`config.mk`:
```
export PLATFORM = sky130hd
export DESIGN_NAME = spi_frame_deframer
export DESIGN_NICKNAME = d
export VERILOG_FILES = /design/src/rtl/spi_frame_deframer.sv
export SDC_FILE = /design/constraint.sdc
export NUM_CORES = 1
export LEC_CHECK = 0
export CAP_MARGIN = 20
export CORE_MARGIN = 4
export CORE_UTILIZATION = 45
export CTS_CLUSTER_SIZE = 8
export DETAILED_ROUTE_END_ITERATION = 7
export DONT_BUFFER_PORTS = 1
export PLACE_DENSITY = 0.56
export SETUP_SLACK_MARGIN = 0.15
export SYNTH_ARGS = -nofsm -noshare
export SYNTH_HDL_FRONTEND = slang
export SYNTH_SLANG_ARGS = --single-unit
export TNS_END_PERCENT = 1
```
`constraint.sdc`:
```
create_clock -name CLK_40 -period 2.33 [get_ports CLK_40]
set_input_delay 0.1165 -clock CLK_40 [delete_from_list [all_inputs] [get_ports CLK_40]]
set_output_delay 0.1165 -clock CLK_40 [all_outputs]
set_load 0.1 [all_outputs]
```
`src/rtl/spi_frame_deframer.sv`:
```
// SPI frame deframer: synchronises an asynchronous SPI clock/data pair, hunts for a
// header, reads a channel ID and steers fixed-length payload words to per-channel strobes.
module spi_frame_deframer #(
   parameter int               SYNC_STAGES   = 2,
   parameter int               HDR_W         = 8,
   parameter logic [HDR_W-1:0] HDR_PATTERN   = 8'hFF,
   parameter int               NUM_CH        = 2,
   parameter int               CH_ID_W       = 1,
   parameter int               WORD_W        = 8,
   parameter int               PAYLOAD_WORDS = 2048,
   parameter int               TIMEOUT_CYC   = 4000
) (
   input  logic                CLK_40,
   input  logic                reset,
   input  logic                enable,
   input  logic                SPI_clk_CDC,
   input  logic                MISO_CDC,
   output logic [WORD_W-1:0]   word_data,
   output logic                word_valid,
   output logic [CH_ID_W-1:0]  word_ch,
   output logic [NUM_CH-1:0]   ch_write,
   output logic                frame_start,
   output logic                frame_done,
   output logic                frame_err,
   output logic                sync_lost,
   output logic                busy
);

   localparam int CNT_W    = $clog2(PAYLOAD_WORDS + 1);
   localparam int TO_W     = $clog2(TIMEOUT_CYC + 1);
   localparam int BITS_MAX = (WORD_W > CH_ID_W) ? WORD_W : CH_ID_W;
   localparam int BIT_W    = (BITS_MAX > 1) ? $clog2(BITS_MAX) : 1;

   localparam logic [CNT_W-1:0]   LAST_WORD     = CNT_W'(PAYLOAD_WORDS - 1);
   localparam logic [TO_W-1:0]    TO_LIMIT      = TO_W'(TIMEOUT_CYC);
   localparam logic [BIT_W-1:0]   WORD_LAST_BIT = BIT_W'(WORD_W - 1);
   localparam logic [BIT_W-1:0]   ID_LAST_BIT   = BIT_W'(CH_ID_W - 1);
   localparam logic [CH_ID_W:0]   NUM_CH_ID     = (CH_ID_W + 1)'(NUM_CH);

   localparam logic [1:0] IDLE    = 2'd0;
   localparam logic [1:0] HUNT    = 2'd1;
   localparam logic [1:0] CHID    = 2'd2;
   localparam logic [1:0] PAYLOAD = 2'd3;

   logic [SYNC_STAGES-1:0] clk_sync;
   logic [SYNC_STAGES-1:0] miso_sync;
   logic                   clk_prev;
   logic                   spi_rise;
   logic                   spi_bit;
   logic                   to_hit;
   logic [1:0]             state;
   logic [HDR_W-1:0]       hunt_sr;
   logic [HDR_W-1:0]       hunt_next;
   logic [CH_ID_W-1:0]     id_sr;
   logic [CH_ID_W-1:0]     id_next;
   logic [WORD_W-1:0]      word_sr;
   logic [WORD_W-1:0]      word_next;
   logic [BIT_W-1:0]       bit_cnt;
   logic [CNT_W-1:0]       word_cnt;
   logic [TO_W-1:0]        to_cnt;

   // Both inputs go through identical synchroniser depth so data stays aligned to the clock.
   assign spi_rise  = clk_sync[SYNC_STAGES-1] & ~clk_prev;
   assign spi_bit   = miso_sync[SYNC_STAGES-1];
   assign to_hit    = (to_cnt == TO_LIMIT) & ~spi_rise;
   assign hunt_next = HDR_W'({hunt_sr, spi_bit});
   assign id_next   = CH_ID_W'({id_sr, spi_bit});
   assign word_next = WORD_W'({word_sr, spi_bit});
   assign busy      = (state == CHID) || (state == PAYLOAD);

   // NOTE: every register here, synchroniser flops included, uses <= so all of them
   // update from the same pre-edge values regardless of statement order.
   always_ff @(posedge CLK_40) begin
      if (reset) begin
         clk_sync    <= '0;
         miso_sync   <= '0;
         clk_prev    <= 1'b0;
         state       <= IDLE;
         hunt_sr     <= '0;
         id_sr       <= '0;
         word_sr     <= '0;
         bit_cnt     <= '0;
         word_cnt    <= '0;
         to_cnt      <= '0;
         word_data   <= '0;
         word_valid  <= 1'b0;
         word_ch     <= '0;
         ch_write    <= '0;
         frame_start <= 1'b0;
         frame_done  <= 1'b0;
         frame_err   <= 1'b0;
         sync_lost   <= 1'b0;
      end else begin
         clk_sync  <= SYNC_STAGES'({clk_sync, SPI_clk_CDC});
         miso_sync <= SYNC_STAGES'({miso_sync, MISO_CDC});
         clk_prev  <= clk_sync[SYNC_STAGES-1];

         // Strobes default low so each fires for exactly one cycle.
         word_valid  <= 1'b0;
         ch_write    <= '0;
         frame_start <= 1'b0;
         frame_done  <= 1'b0;
         frame_err   <= 1'b0;
         sync_lost   <= 1'b0;

         if (spi_rise) begin
            to_cnt <= '0;
         end else if (to_cnt != TO_LIMIT) begin
            to_cnt <= to_cnt + 1'b1;
         end

         if (!enable) begin
            state   <= IDLE;
            bit_cnt <= '0;
         end else begin
            case (state)
               IDLE: begin
                  state   <= HUNT;
                  hunt_sr <= '0;
               end
               HUNT: begin
                  if (spi_rise) begin
                     hunt_sr <= hunt_next;
                     if (hunt_next == HDR_PATTERN) begin
                        state   <= CHID;
                        bit_cnt <= '0;
                        id_sr   <= '0;
                     end
                  end
               end
               CHID: begin
                  if (spi_rise) begin
                     id_sr   <= id_next;
                     bit_cnt <= bit_cnt + 1'b1;
                     if (bit_cnt == ID_LAST_BIT) begin
                        bit_cnt <= '0;
                        if ({1'b0, id_next} < NUM_CH_ID) begin
                           state       <= PAYLOAD;
                           word_ch     <= id_next;
                           frame_start <= 1'b1;
                           word_cnt    <= '0;
                        end else begin
                           state     <= HUNT;
                           hunt_sr   <= '0;
                           frame_err <= 1'b1;
                        end
                     end
                  end else if (to_hit) begin
                     state     <= HUNT;
                     hunt_sr   <= '0;
                     bit_cnt   <= '0;
                     sync_lost <= 1'b1;
                  end
               end
               PAYLOAD: begin
                  if (spi_rise) begin
                     word_sr <= word_next;
                     bit_cnt <= bit_cnt + 1'b1;
                     if (bit_cnt == WORD_LAST_BIT) begin
                        bit_cnt    <= '0;
                        word_data  <= word_next;
                        word_valid <= 1'b1;
                        ch_write   <= NUM_CH'(1) << word_ch;
                        word_cnt   <= word_cnt + 1'b1;
                        if (word_cnt == LAST_WORD) begin
                           frame_done <= 1'b1;
                           word_cnt   <= '0;
                           state      <= HUNT;
                           hunt_sr    <= '0;
                        end
                     end
                  end else if (to_hit) begin
                     state     <= HUNT;
                     hunt_sr   <= '0;
                     bit_cnt   <= '0;
                     sync_lost <= 1'b1;
                  end
               end
               default: state <= IDLE;
            endcase
         end
      end
   end

endmodule

```
After elaboration in Yosys (flattened, before gate mapping)

Cells that the tools add are included.

Equal/unequal tests: 18
Bitwise logic cells: 9
Shift operators: 1
Add/subtract/negate cells: 3
Reductions and logical operators: 19
Multiplexer cells: 34

Operators by type and width:

| cell                  | number |
|---|---|
| $mux 12               | 5 |
| $mux 8                | 6 |
| $pmux 8 s4            | 1 |
| $add 12x1->12 const B | 2 |
| $pmux 12 s2           | 1 |
| $mux 3                | 7 |
| $mux 2                | 8 |
| $eq 12x11->1 const B  | 1 |
| $eq 12x12->1 const B  | 1 |
| $ne 12x12->1 const B  | 1 |
| $reduce_or 4->1       | 3 |
| $ne 2x2->1 const B    | 5 |
| $reduce_and 5->1      | 2 |
| $ne 3x2->1 const B    | 3 |
| $pmux 3 s3            | 1 |
| $eq 8x8->1 const B    | 1 |
| $pmux 2 s4            | 1 |
| $reduce_and 4->1      | 2 |
| $not 1->1             | 7 |
| $reduce_and 3->1      | 2 |
| $reduce_and 6->1      | 1 |
| $reduce_or 2->1       | 3 |
| $reduce_or 5->1       | 1 |
| $eq 2x2->1 const B    | 2 |
| other kinds (12)      | 17 |

Word-level logic and storage cells: 100
Input port bits: 5
Register bits: 64
Output and inout bits: 17

Logic depth before layout (Yosys ltp)

Gate-level depths: netlist (run 1).

Depth after elaboration: 7
Gate-level depth with buffers: 8
Gate-level depth less buffers: 6

Worst setup path before layout (run 1)

Ideal clock, no wire load.

Path type: reg2reg
Start point: register bit_cnt[1]
End point: register word_data[0]
Data arrival time: 1.648 ns
Cell stages (with the launch flop): 9
Required time: 2.202 ns
Path buffers: 2
Path slack: 0.554 ns
Cells stage by stage: dfxtp_1 -> ha_1 -> ha_1 -> buf_2 -> inv_2 -> or3_1 -> clkbuf_1 -> mux2i_1 -> nor2_1

Word-level cells in the longest chain between the ends: 2

Ends and longest elaborated chain:

| what                       | RTL line | source |
|---|---|---|
| from (decl)                | 58       | `logic [BIT_W-1:0] bit_cnt;` |
| from (signal assigned)     | 134      | `bit_cnt <= bit_cnt + 1'b1;` |
| from (signal assigned)     | 158      | `bit_cnt <= bit_cnt + 1'b1;` |
| $eq 3x3->1                 | 159      | `if (bit_cnt == WORD_LAST_BIT) begin` |
| $reduce_and 4->1 (no line) | --       |  |
| to (signal assigned)       | 161      | `word_data <= word_next;` |
| to (decl)                  | 18       | `output logic [WORD_W-1:0] word_data,` |

No other way between the ends.
A chain may end at the register's enable or synchronous reset.

Worst setup path after layout (run 1)

Start point: register bit_cnt[1]
End point: register word_cnt[8]

Word-level cells in the longest chain between the ends: 3

Ends and longest elaborated chain:

| what                                                 | RTL line | source |
|---|---|---|
| $eq 3x3->1 / $logic_not 3->1 (equally long branches) | 159, 135 |  |
| $ne 2x1->1 (no line)                                 | --       |  |
| $reduce_and 6->1 (no line) *                         | --       |  |
| to (signal assigned)                                 | 164      | `word_cnt <= word_cnt + 1'b1;` |
| to (decl)                                            | 59       | `logic [CNT_W-1:0] word_cnt;` |

Mark *: on every way between the ends. The rest lies on a longest branch, timed or not.

==> flow_summary.yaml, run 1 <==
floorplanning:
  initial_core_util: 0.472
  std_cell_rows: 28
  core_area_mm2: 0.00599
  dieWidth_um: 87.3
  ioPinCount: 22
  fp.dieArea_mm2: 0.00761
  dieHeight_um: 87.3
sta:
  report.final.setup_viol: 0
  max_slew_margin: 0.373
  finalCriticalPeriod_ns: 1.95
  max_freq_ghz: 0.513
  final.period_utilization: 0.836
  grt_setup_unrepaired: "no"
  hold_ws_ns: 0.0410
  timing.final.hold_violations: 0
  tightestPinTransition_ns: 0.938
  worst_slack_ns: 0.381
  slew_violations: 0
  tns_ns: 0
  fin_skew_ns: 0.00977
clocking:
  cts_buffer_depth: 2
  clock_tree_from_tritoncts: "done"
  cts_buffers: 9
  cts.sink_count: 63
  worst_skew_pair.late_latency_ns: 0.33
  cts_repair_resize_count: 0
  htreeDepth: 3
  ctsRootBufferMaster: "clkbuf_8"
  worst_setup_hold_path_clk_slew_ns: 0.06
global_route:
  antenna_violations_before_repair: 0
  maximum_number_of_pins_on_one_net_before_global_route_repair: 38
  grt_pass1_wl_mm: 10.5
  track_usage: 0.174
  first_global_vias: 2251
  globalRoute.totalOverflow: 0
power:
  total_switching_power_uw: 439
  logic_gate_share_of_total_power: 0.033
  switching_fraction: 0.218
  power.static_leakage_nw: 1.13
  internal_power_mw: 1.58
  power.share.sequential: 0.543
  p_per_area_mw_per_mm2: 636
  vdd.ir_drop.worst_v: 0.000351
  clock_power_share: 0.424
cells_and_area:
  regArea_mm2: 0.00126
  finish.cell_count_without_fillers: 422
  multi_input_area_mm2: 0.00145
  area_delta_synth_final_pct: 12.3
  n_fill_cell: 591
  diodes: 0
  nets: 354
  fraction_of_layout_instances_using_a_drive_strength_above_1: 0.0980
logic_synthesis:
  yosysSeqAreaShare: 0.446
  yosysWarnings: 0
  synth.most_common_cell: "dfxtp_1"
  postSynthNetCount: 344
  synth_area_leaders: "dfxtp_1 (45%), a21oi_1 (5.8%), nand2_1 (4.8%), nand3_1 (3.4%), o21ai_0 (3.4%)"
  synth_edf_count: 0
  synth_async_sr_flop_share: 0
  post_synth_num_cell_types: 49
  synth_top_cells_by_count: "dfxtp_1 (63), nand2_1 (36), a21oi_1 (33), nand3_1 (19), o21ai_0 (19)"
  synth.largest_area_cell: "dfxtp_1"
  synth.avg_cell_area_um2: 8.49
  syn-cell-area_mm2: 0.00283
  postSynth.topFlopCell: "dfxtp_1"
  synth_cells: 333
  ys_ff_latch: 63
  yosysTopAreaCellShare: 0.446
setup_path:
  critical_path.slowest_cell: "or4_1"
  critical_path.max_stage_delay_ns: 0.51
  wp_buf_inv: 0
  timing.setup.critical_path_class: "flip-flop to flip-flop"
  timing.critical_path.to_type: "flip-flop"
  crit_chain: "ha_1 > ha_1 > nand3_1 > a21o_1 > or4_1 > a21oi_1"
  worstPathArrival_ns: 2.20
  worst-endpoint-required_ns: 2.58
  timing.critical_path.max_delay_family: "simple AND/OR/NAND/NOR gates"
  timing.reg2reg.worst_path_depth: 6
  critical_path.most_common_cell: "ha_1"
  worstReg2RegStart: "bit_cnt[1]"
  worst_r2r_endpoint: "word_cnt[8]"
  crit_fanout: 13
  start_kind: "flip-flop"
  worst_reg2reg_setup_slack_ns: 0.38
outcome:
  outcome: "complete, no violations"
detailed_routing:
  postRouteWirelength_mm: 6.07
  post_route_antenna_net_violation_count: 0
  viasPerCell: 5.57
  vias: 2350
  drc: 0
  drt_iter0_markers: 111
  avgRoutedWirePerCell_um: 14.4
  dr_pass1_iterations: 4
placement:
  detailedPlacementHpwl_mm: 4.06
  io_buffer_count: 0
  dpl_worst_slack_ns: 0.388
  place_inst: 403
  gp_routability_congestion: 0.822
run:
  drv.max_cap_violation_count: 0
hold_path:
  hold_path_class: "input pin to flip-flop"
  timing.hold.worst_path_depth: 3
  hold_start: "enable"
  worst_hold_path_endpoint: "hunt_sr[4]"
==> through the flow <==
stage | util | power [mW] | area [um^2]
finish | 0.530 | 2.02 | 3170
global route | 0.530 | 2.11 | 3170
CTS | 0.530 | 2.05 | 3170
detailed placement | 0.492 | 1.17 | 2950
global placement | 0.492 | 1.17 | 2950
floorplan | - | 1.17 | 2830
==> sequential cells by signal, indices dropped and copies added (netlist names), 2 cells and up <==
signal and flops:
to_cnt 12, hunt_sr 7, bit_cnt 3, ch_write 2, word_sr 7, miso_sync 2, word_data 8, state 2
clk_sync 2, word_cnt 12
==> power by group through the flow <==
stage	combinational (mW)	clock, mW	sequential, mW
finish	0.0671	0.855	1.10
global placement	0.0495	0	1.12
CTS	0.0676	0.885	1.10
floorplan	0.0549	0	1.12
global route	0.0748	0.938	1.10
detailed placement	0.0493	0	1.12
==> cells in the final DEF (no fill, tap or decap), types with 5 or more instances in the layout <==
| cell | Yosys | routed |
|---|---|---|
| and2_1 | 6 | 6 |
| ha_1 | 6 | 6 |
| a21oi_1 | 33 | 33 |
| xor2_1 | 6 | 6 |
| inv_1 | 6 | 6 |
| nor2b_1 | 12 | 12 |
| nand2_1 | 36 | 36 |
| o21ai_0 | 19 | 19 |
| nor2_1 | 16 | 16 |
| clkbuf_8 | 0 | 12 |
| nor3_1 | 6 | 6 |
| xnor2_1 | 5 | 5 |
| o22ai_1 | 9 | 9 |
| buf_4 | 1 | 16 |
| or3_1 | 9 | 9 |
| dfxtp_1 | 63 | 63 |
| nand4_1 | 9 | 9 |
| nand3_1 | 19 | 19 |
==> worst reg2reg max path, cell delays in order, from the launching register on <==
cell and delay, ns:
dfxtp_1 0.36, ha_1 0.16, ha_1 0.15, nand3_1 0.16, a21o_1 0.37, or4_1 0.51
a21oi_1 0.17
==> routing by layer <==
| metal | global-route usage | part of all wire | routed length, um | up-vias |
|---|---|---|---|---|
| met3 | 0.0435 | 0.042 | 256 | 6 |
| met4 | 0.0893 | 0.011 | 69 | 0 |
| met5 | 0 | 0 | 0 | - |
| met1 | 0.226 | 0.50 | 3010 | 1096 |
| li1 | - | - | - | 1203 |
| met2 | 0.265 | 0.45 | 2740 | 45 |
==> cell type report <==
type                            instances  area share
Clock buffer                           15      0.0556
Multi-Input combinational cell        242       0.456
Timing Repair Buffer                   20      0.0536
Inverter                                7     0.00828
Sequential cell                        63       0.397
Tap cell                               75      0.0296
==> logic make-up (layout without fill, tap and decap cells) <==
logic type	count (synthesis)	count (layout)	share of synthesized area
fa+ha+maj	6	6	0.0266
other cells	1	1	0.00133
mux	2	2	0.00708
buf+inv	28	42	0.0421
compound gates	82	82	0.173
flops	63	63	0.446
simple gates	140	140	0.270
xor+xnor	11	11	0.0341
==> timing repair <==
| item | in CTS | in global routing |
|---|---|---|
| buffers inserted | 0 | 0 |
| setup endpoints to repair | 0 | 0 |
| hold buffers | 4 | 0 |
| endpoints found under the hold margin | 38 | 0 |
==> worst max path at each step <==
stage / from / endpoint / slack, ns / cells past startpoint
3_5_place_dp: bit_cnt[1] / word_cnt[8] / 0.39 / 6
2_1_floorplan: bit_cnt[1] / word_data[0] / 0.55 / 8
4_1_cts: bit_cnt[1] / word_cnt[8] / 0.37 / 6
3_3_place_gp: bit_cnt[1] / word_cnt[10] / 0.44 / 7
6_report: bit_cnt[1] / word_cnt[8] / 0.38 / 6
5_1_grt: bit_cnt[1] / word_cnt[3] / 0.18 / 7
No activity file was read; power rests on OpenSTA's default activity.
==> run 2, diff against run 1 <==
- ABC_AREA: not set -> 1
- clock period: 2.33 -> 1.9 ns (I/O delays scaled with it)
==> run 2 against run 1 <==
Net effect:
- combinational power grew to 2.5 times the previous value
- register-to-register slack lost 0.14 ns
- synthesized area is 6.6% higher
- worst setup slack got worse by 0.14 ns
- final cell count rose by 31%
- clock power increased by 57%
- wire length rose by 11%
- synthesized cell count is 32% higher
- first-iteration DRC count decreased by 6.3%
- die area rose by 6.0%
- final area up 14%
- fmax is 18% higher
- largest cell class unchanged
==> flow_summary.yaml, run 2 <==
power:
  power.share.sequential: 0.471
  p_per_area_mw_per_mm2: 790
  internal_power_mw: 2.14
  clock_power_share: 0.469
  switching_fraction: 0.251
  vdd.ir_drop.worst_v: 0.000593
  power.static_leakage_nw: 1.57
  total_switching_power_uw: 715
  logic_gate_share_of_total_power: 0.060
sta:
  final.period_utilization: 0.872
  report.final.setup_viol: 0
  worst_slack_ns: 0.243
  hold_ws_ns: 0.0311
  max_freq_ghz: 0.603
  grt_setup_unrepaired: "yes"
  max_slew_margin: 0.526
  slew_violations: 0
  finalCriticalPeriod_ns: 1.66
  timing.final.hold_violations: 0
  tns_ns: 0
  fin_skew_ns: 0.0106
  tightestPinTransition_ns: 0.708
floorplanning:
  dieWidth_um: 89.8
  core_area_mm2: 0.00642
  initial_core_util: 0.469
  ioPinCount: 22
  std_cell_rows: 29
  dieHeight_um: 89.8
  fp.dieArea_mm2: 0.00807
clocking:
  cts.sink_count: 63
  htreeDepth: 3
  worst_setup_hold_path_clk_slew_ns: 0.08
  worst_skew_pair.late_latency_ns: 0.35
  ctsRootBufferMaster: "clkbuf_8"
  cts_buffers: 9
  cts_buffer_depth: 2
  clock_tree_from_tritoncts: "done"
setup_path:
  timing.critical_path.to_type: "flip-flop"
  worst-endpoint-required_ns: 2.18
  worst_r2r_endpoint: "word_cnt[3]"
  worstReg2RegStart: "bit_cnt[1]"
  crit_fanout: 7
  worstPathArrival_ns: 1.94
  worst_reg2reg_setup_slack_ns: 0.24
  timing.setup.critical_path_class: "flip-flop to flip-flop"
  timing.reg2reg.worst_path_depth: 10
  start_kind: "flip-flop"
cells_and_area:
  area_delta_synth_final_pct: 19.9
  multi_input_area_mm2: 0.00151
  fraction_of_layout_instances_using_a_drive_strength_above_1: 0.180
  layout.cells.most_common_list: "nand2_1 (102), nor2_1 (69), inv_1 (58)"
  largest_registers: "to_cnt (12), word_cnt (12), word_data (8)"
  diodes: 0
  n_fill_cell: 635
  mostFrequentLayoutCell: "nand2_1"
  regArea_mm2: 0.00127
  final_util: 0.563
  post-route-cell-area_mm2: 0.00361
  nets: 483
detailed_routing:
  vias: 2707
  post_route_antenna_net_violation_count: 0
  avgRoutedWirePerCell_um: 12.1
  drt_iter0_markers: 104
  drc: 0
  viasPerCell: 4.89
  dr_pass1_iterations: 4
  postRouteWirelength_mm: 6.71
logic_synthesis:
  post_synth_num_cell_types: 31
  synth_area_leaders: "dfxtp_1 (42%), nand2_1 (13%), nor2_1 (9.0%), inv_1 (7.2%), a21oi_1 (4.2%)"
  synth.most_common_cell: "nand2_1"
  synth_top_cells_by_count: "nand2_1 (102), nor2_1 (72), dfxtp_1 (63), inv_1 (58), a21oi_1 (25)"
  synth_edf_count: 0
  synth.largest_area_cell: "dfxtp_1"
  yosysTopAreaCellShare: 0.419
  syn-cell-area_mm2: 0.00301
  synth.avg_cell_area_um2: 6.83
  ys_ff_latch: 63
  yosysSeqAreaShare: 0.419
  yosysWarnings: 0
  synth_async_sr_flop_share: 0
  postSynth.topFlopCell: "dfxtp_1"
  postSynthNetCount: 452
  synth_cells: 441
hold_path:
  hold_path_class: "input pin to flip-flop"
  hold_start: "enable"
  worst_hold_path_endpoint: "word_sr[6]"
  timing.hold.worst_path_depth: 3
global_route:
  maximum_number_of_pins_on_one_net_before_global_route_repair: 21
  globalRoute.totalOverflow: 0
  antenna_violations_before_repair: 0
  grt_pass1_wl_mm: 11.2
  track_usage: 0.168
  first_global_vias: 2466
placement:
  dpl_worst_slack_ns: 0.180
  io_buffer_count: 0
  gp_routability_congestion: 0.799
  detailedPlacementHpwl_mm: 4.78
  post_dp_cell_area_mm2: 0.00321
run:
  drv.max_cap_violation_count: 0
outcome:
  outcome: "complete, no violations"
## run 2: changes by cell type after synthesis, sizes merged, moves of 5 or more
| cell | before | now |
|---|---|---|
| a21oi | 33 | 25 |
| and2 | 6 | 0 |
| clkbuf | 17 | 5 |
| inv | 7 | 66 |
| nand2 | 36 | 113 |
| nor2 | 16 | 82 |
| nor2b | 12 | 0 |
| o21ai | 20 | 29 |
| o22ai | 10 | 0 |
| or3 | 9 | 0 |
| xnor2 | 5 | 0 |
## run 2: layout make-up
class / instances / area share
Inverter: 67 / 0.0706
Timing Repair Buffer: 27 / 0.0693
Tap cell: 77 / 0.0267
Multi-Input combinational cell: 304 / 0.419
Clock buffer: 9 / 0.0343
Clock inverter: 7 / 0.0287
Sequential cell: 63 / 0.352
## run 2: critical path: stages, from the launching register on
cell and delay (ns):
dfxtp_4 0.37, ha_4 0.14, ha_4 0.14, nor2_2 0.04, nor2_2 0.10, nand2_2 0.07, nor2_4 0.16, buf_8 0.15
nand2_4 0.06, or2_0 0.22, a21oi_1 0.13
## run 2: kinds of logic after synthesis
| logic type | share of synthesized area |
|---|---|
| flip-flops | 0.419 |
| adder cells (fa/ha/maj) | 0.0249 |
| AND/OR/NAND/NOR | 0.355 |
| other | 0.00124 |
| XOR/XNOR | 0.00582 |
| AO/OA/AOI/OAI | 0.0939 |
| buffers and inverters | 0.101 |
## run 2: power by group through the flow
stage	Clock, mW	Sequential, mW	Combinational (mW)
after global placement	0	1.38	0.149
final	1.34	1.35	0.170
after floorplan	0	1.38	0.122
after detailed placement	0	1.38	0.149
after CTS	1.39	1.35	0.164
after global routing	1.43	1.35	0.191
## run 2: worst max path at each step
stage / from / end
3_5_place_dp: bit_cnt[0] / word_cnt[2]
4_1_cts: bit_cnt[0] / word_cnt[2]
2_1_floorplan: bit_cnt[0] / word_cnt[9]
3_3_place_gp: bit_cnt[0] / word_cnt[2]
5_1_grt: bit_cnt[1] / word_cnt[3]
6_report: bit_cnt[1] / word_cnt[3]
## run 2: what timing repair did
item                                   4_1_cts  5_1_grt
gates resized for setup                      0       21
endpoints found under the hold margin       32        0
hold buffers                                 4        0
setup buffers                                0        2
setup endpoints to repair                    0       23
## run 2: routing by layer
layer / global-route usage / wire length [um] / vias up
met2: 0.270 / 3090 / 34
li1: - / - / 1442
met5: 0 / 0 / -
met1: 0.214 / 3300 / 1222
met4: 0.0421 / 75 / 0
met3: 0.0601 / 244 / 9
## run 2: through the flow
step / std cells / power, mW
final: 554 / 2.85
after global routing: 554 / 2.97
after floorplan: 441 / 1.50
after detailed placement: 530 / 1.53
after CTS: 550 / 2.90
after global placement: 530 / 1.53
==> run 3, diff against run 2 <==
- clock period: 1.9 -> 1.8 ns (I/O delays scaled with it)
==> run 3 against run 2 <==
Net effect:
- worst setup slack lost 0.043 ns
- register-to-register slack worse by 0.04 ns
- first-iteration DRC count is 1.9% lower
- critical path depth unchanged
- fmax increased by 3.6%
- critical path type unchanged
- total power decreased by 0.83%
- clock skew grew 0.0022 ns
- flip-flop and latch count unchanged
==> flow_summary.yaml, run 3 (synthesis results as in run 2) <==
power:
  vdd.ir_drop.worst_v: 0.000478
  p_per_area_mw_per_mm2: 793
  fin_total_pwr_mw: 2.83
  power.static_leakage_nw: 1.54
sta:
  grt_setup_unrepaired: "yes"
  hold_ws_ns: 0.0334
  fin_skew_ns: 0.0128
  timing.final.hold_violations: 0
  worst_slack_ns: 0.200
  final.period_utilization: 0.889
  slew_violations: 0
  tightestPinTransition_ns: 0.592
  report.final.setup_viol: 0
  max_freq_ghz: 0.625
  max_slew_margin: 0.604
  finalCriticalPeriod_ns: 1.60
  tns_ns: 0
setup_path:
  start_kind: "flip-flop"
  timing.critical_path.max_delay_family: "simple AND/OR/NAND/NOR gates"
  critical_path.slowest_cell: "dfxtp_2"
  crit_fanout: 13
  timing.critical_path.to_type: "flip-flop"
  worst-endpoint-required_ns: 2.08
  wp_buf_inv: 1
  worstPathArrival_ns: 1.88
  timing.setup.critical_path_class: "flip-flop to flip-flop"
  crit_chain: "ha_1 > ha_2 > nor2_2 > nor2_2 > nand2_2 > nor2_4 > buf_12 > nand2_2 > or2_0 > a21oi_1"
  critical_path.max_stage_delay_ns: 0.35
detailed_routing:
  post_route_antenna_net_violation_count: 0
  vias: 2752
  drt_iter0_markers: 102
  avgRoutedWirePerCell_um: 12.0
  drc: 0
  dr_pass1_iterations: 4
  postRouteWirelength_mm: 6.65
  viasPerCell: 4.95
placement:
  detailedPlacementHpwl_mm: 4.73
  gp_routability_congestion: 0.851
  dpl_worst_slack_ns: 0.0557
  io_buffer_count: 0
  post_dp_cell_area_mm2: 0.00323
  place_inst: 531
outcome:
  outcome: "complete, no violations"
clocking:
  cts_buffers: 9
  worst_setup_hold_path_clk_slew_ns: 0.08
  cts_buffer_depth: 2
  htreeDepth: 3
  ctsRootBufferMaster: "clkbuf_8"
  clock_tree_from_tritoncts: "done"
  cts.sink_count: 63
  worst_skew_pair.late_latency_ns: 0.35
cells_and_area:
  nets: 485
  finish.cell_count_without_fillers: 556
  post-route-cell-area_mm2: 0.00357
  layout.cells.most_common_list: "nand2_1 (100), nor2_1 (68), inv_1 (58), dfxtp_1 (58), a21oi_1 (24)"
  area_delta_synth_final_pct: 18.5
  fraction_of_layout_instances_using_a_drive_strength_above_1: 0.182
  diodes: 0
  mostFrequentLayoutCell: "nand2_1"
  final_util: 0.556
  largest_registers: "to_cnt (12), word_cnt (12), word_data (8)"
hold_path:
  hold_path_class: "input pin to flip-flop"
global_route:
  antenna_violations_before_repair: 0
  maximum_number_of_pins_on_one_net_before_global_route_repair: 21
  globalRoute.totalOverflow: 0
  track_usage: 0.170
  first_global_vias: 2549
  grt_pass1_wl_mm: 11.4
floorplanning:
  dieWidth_um: 89.8
  initial_core_util: 0.469
  core_area_mm2: 0.00642
  dieHeight_um: 89.8
  ioPinCount: 22
  std_cell_rows: 29
  fp.dieArea_mm2: 0.00807
run:
  drv.max_cap_violation_count: 0
-- run 3: layout make-up --
cell class              instances  area [um^2]
inverters                      67          255
clock buffers                   9          124
fillers                       657         2850
flip-flops and latches         63         1270
multi-input cells             304         1510
repair buffers                 29          245
clock inverters                 7         72.6
well taps                      77         96.3
-- run 3: worst min-delay path, stage by stage --
cell and delay (ns):
inv_1 0.10, o21ai_0 0.10, nor2_1 0.04
-- run 3: path summary, 6_finish.rpt --
path / slack (ns) / startpoint / end / cells after the start
min reg2reg: 0.41 / clk_sync[0] / clk_sync[1] / 2
max reg2reg: 0.20 / bit_cnt[0] / word_cnt[3] / 10
min: 0.03 / reset / word_data[7] / 3
max: 0.20 / bit_cnt[0] / word_cnt[3] / 10
-- run 3: repair_timing --
item	in CTS	in global routing
endpoints found under the hold margin	29	0
gates cloned	0	1
gates resized for setup	1	17
buffers inserted	0	2
pin swaps	0	4
hold buffers	6	0
endpoints found under the setup margin	10	26
-- run 3: power breakdown --
group | switching (mW) | internal (mW) | total (mW)
logic | 0.125 | 0.0550 | 0.180
registers | 0.0127 | 1.41 | 1.42
clock network | 0.590 | 0.641 | 1.23
-- run 3: metal layers --
| metal | global-route usage | routed length, um | vias to the layer above |
|---|---|---|---|
| li1 | - | - | 1444 |
| met1 | 0.217 | 3200 | 1249 |
| met2 | 0.276 | 3120 | 47 |
| met3 | 0.0467 | 215 | 12 |
| met4 | 0.0562 | 107 | 0 |
| met5 | 0 | 0 | - |
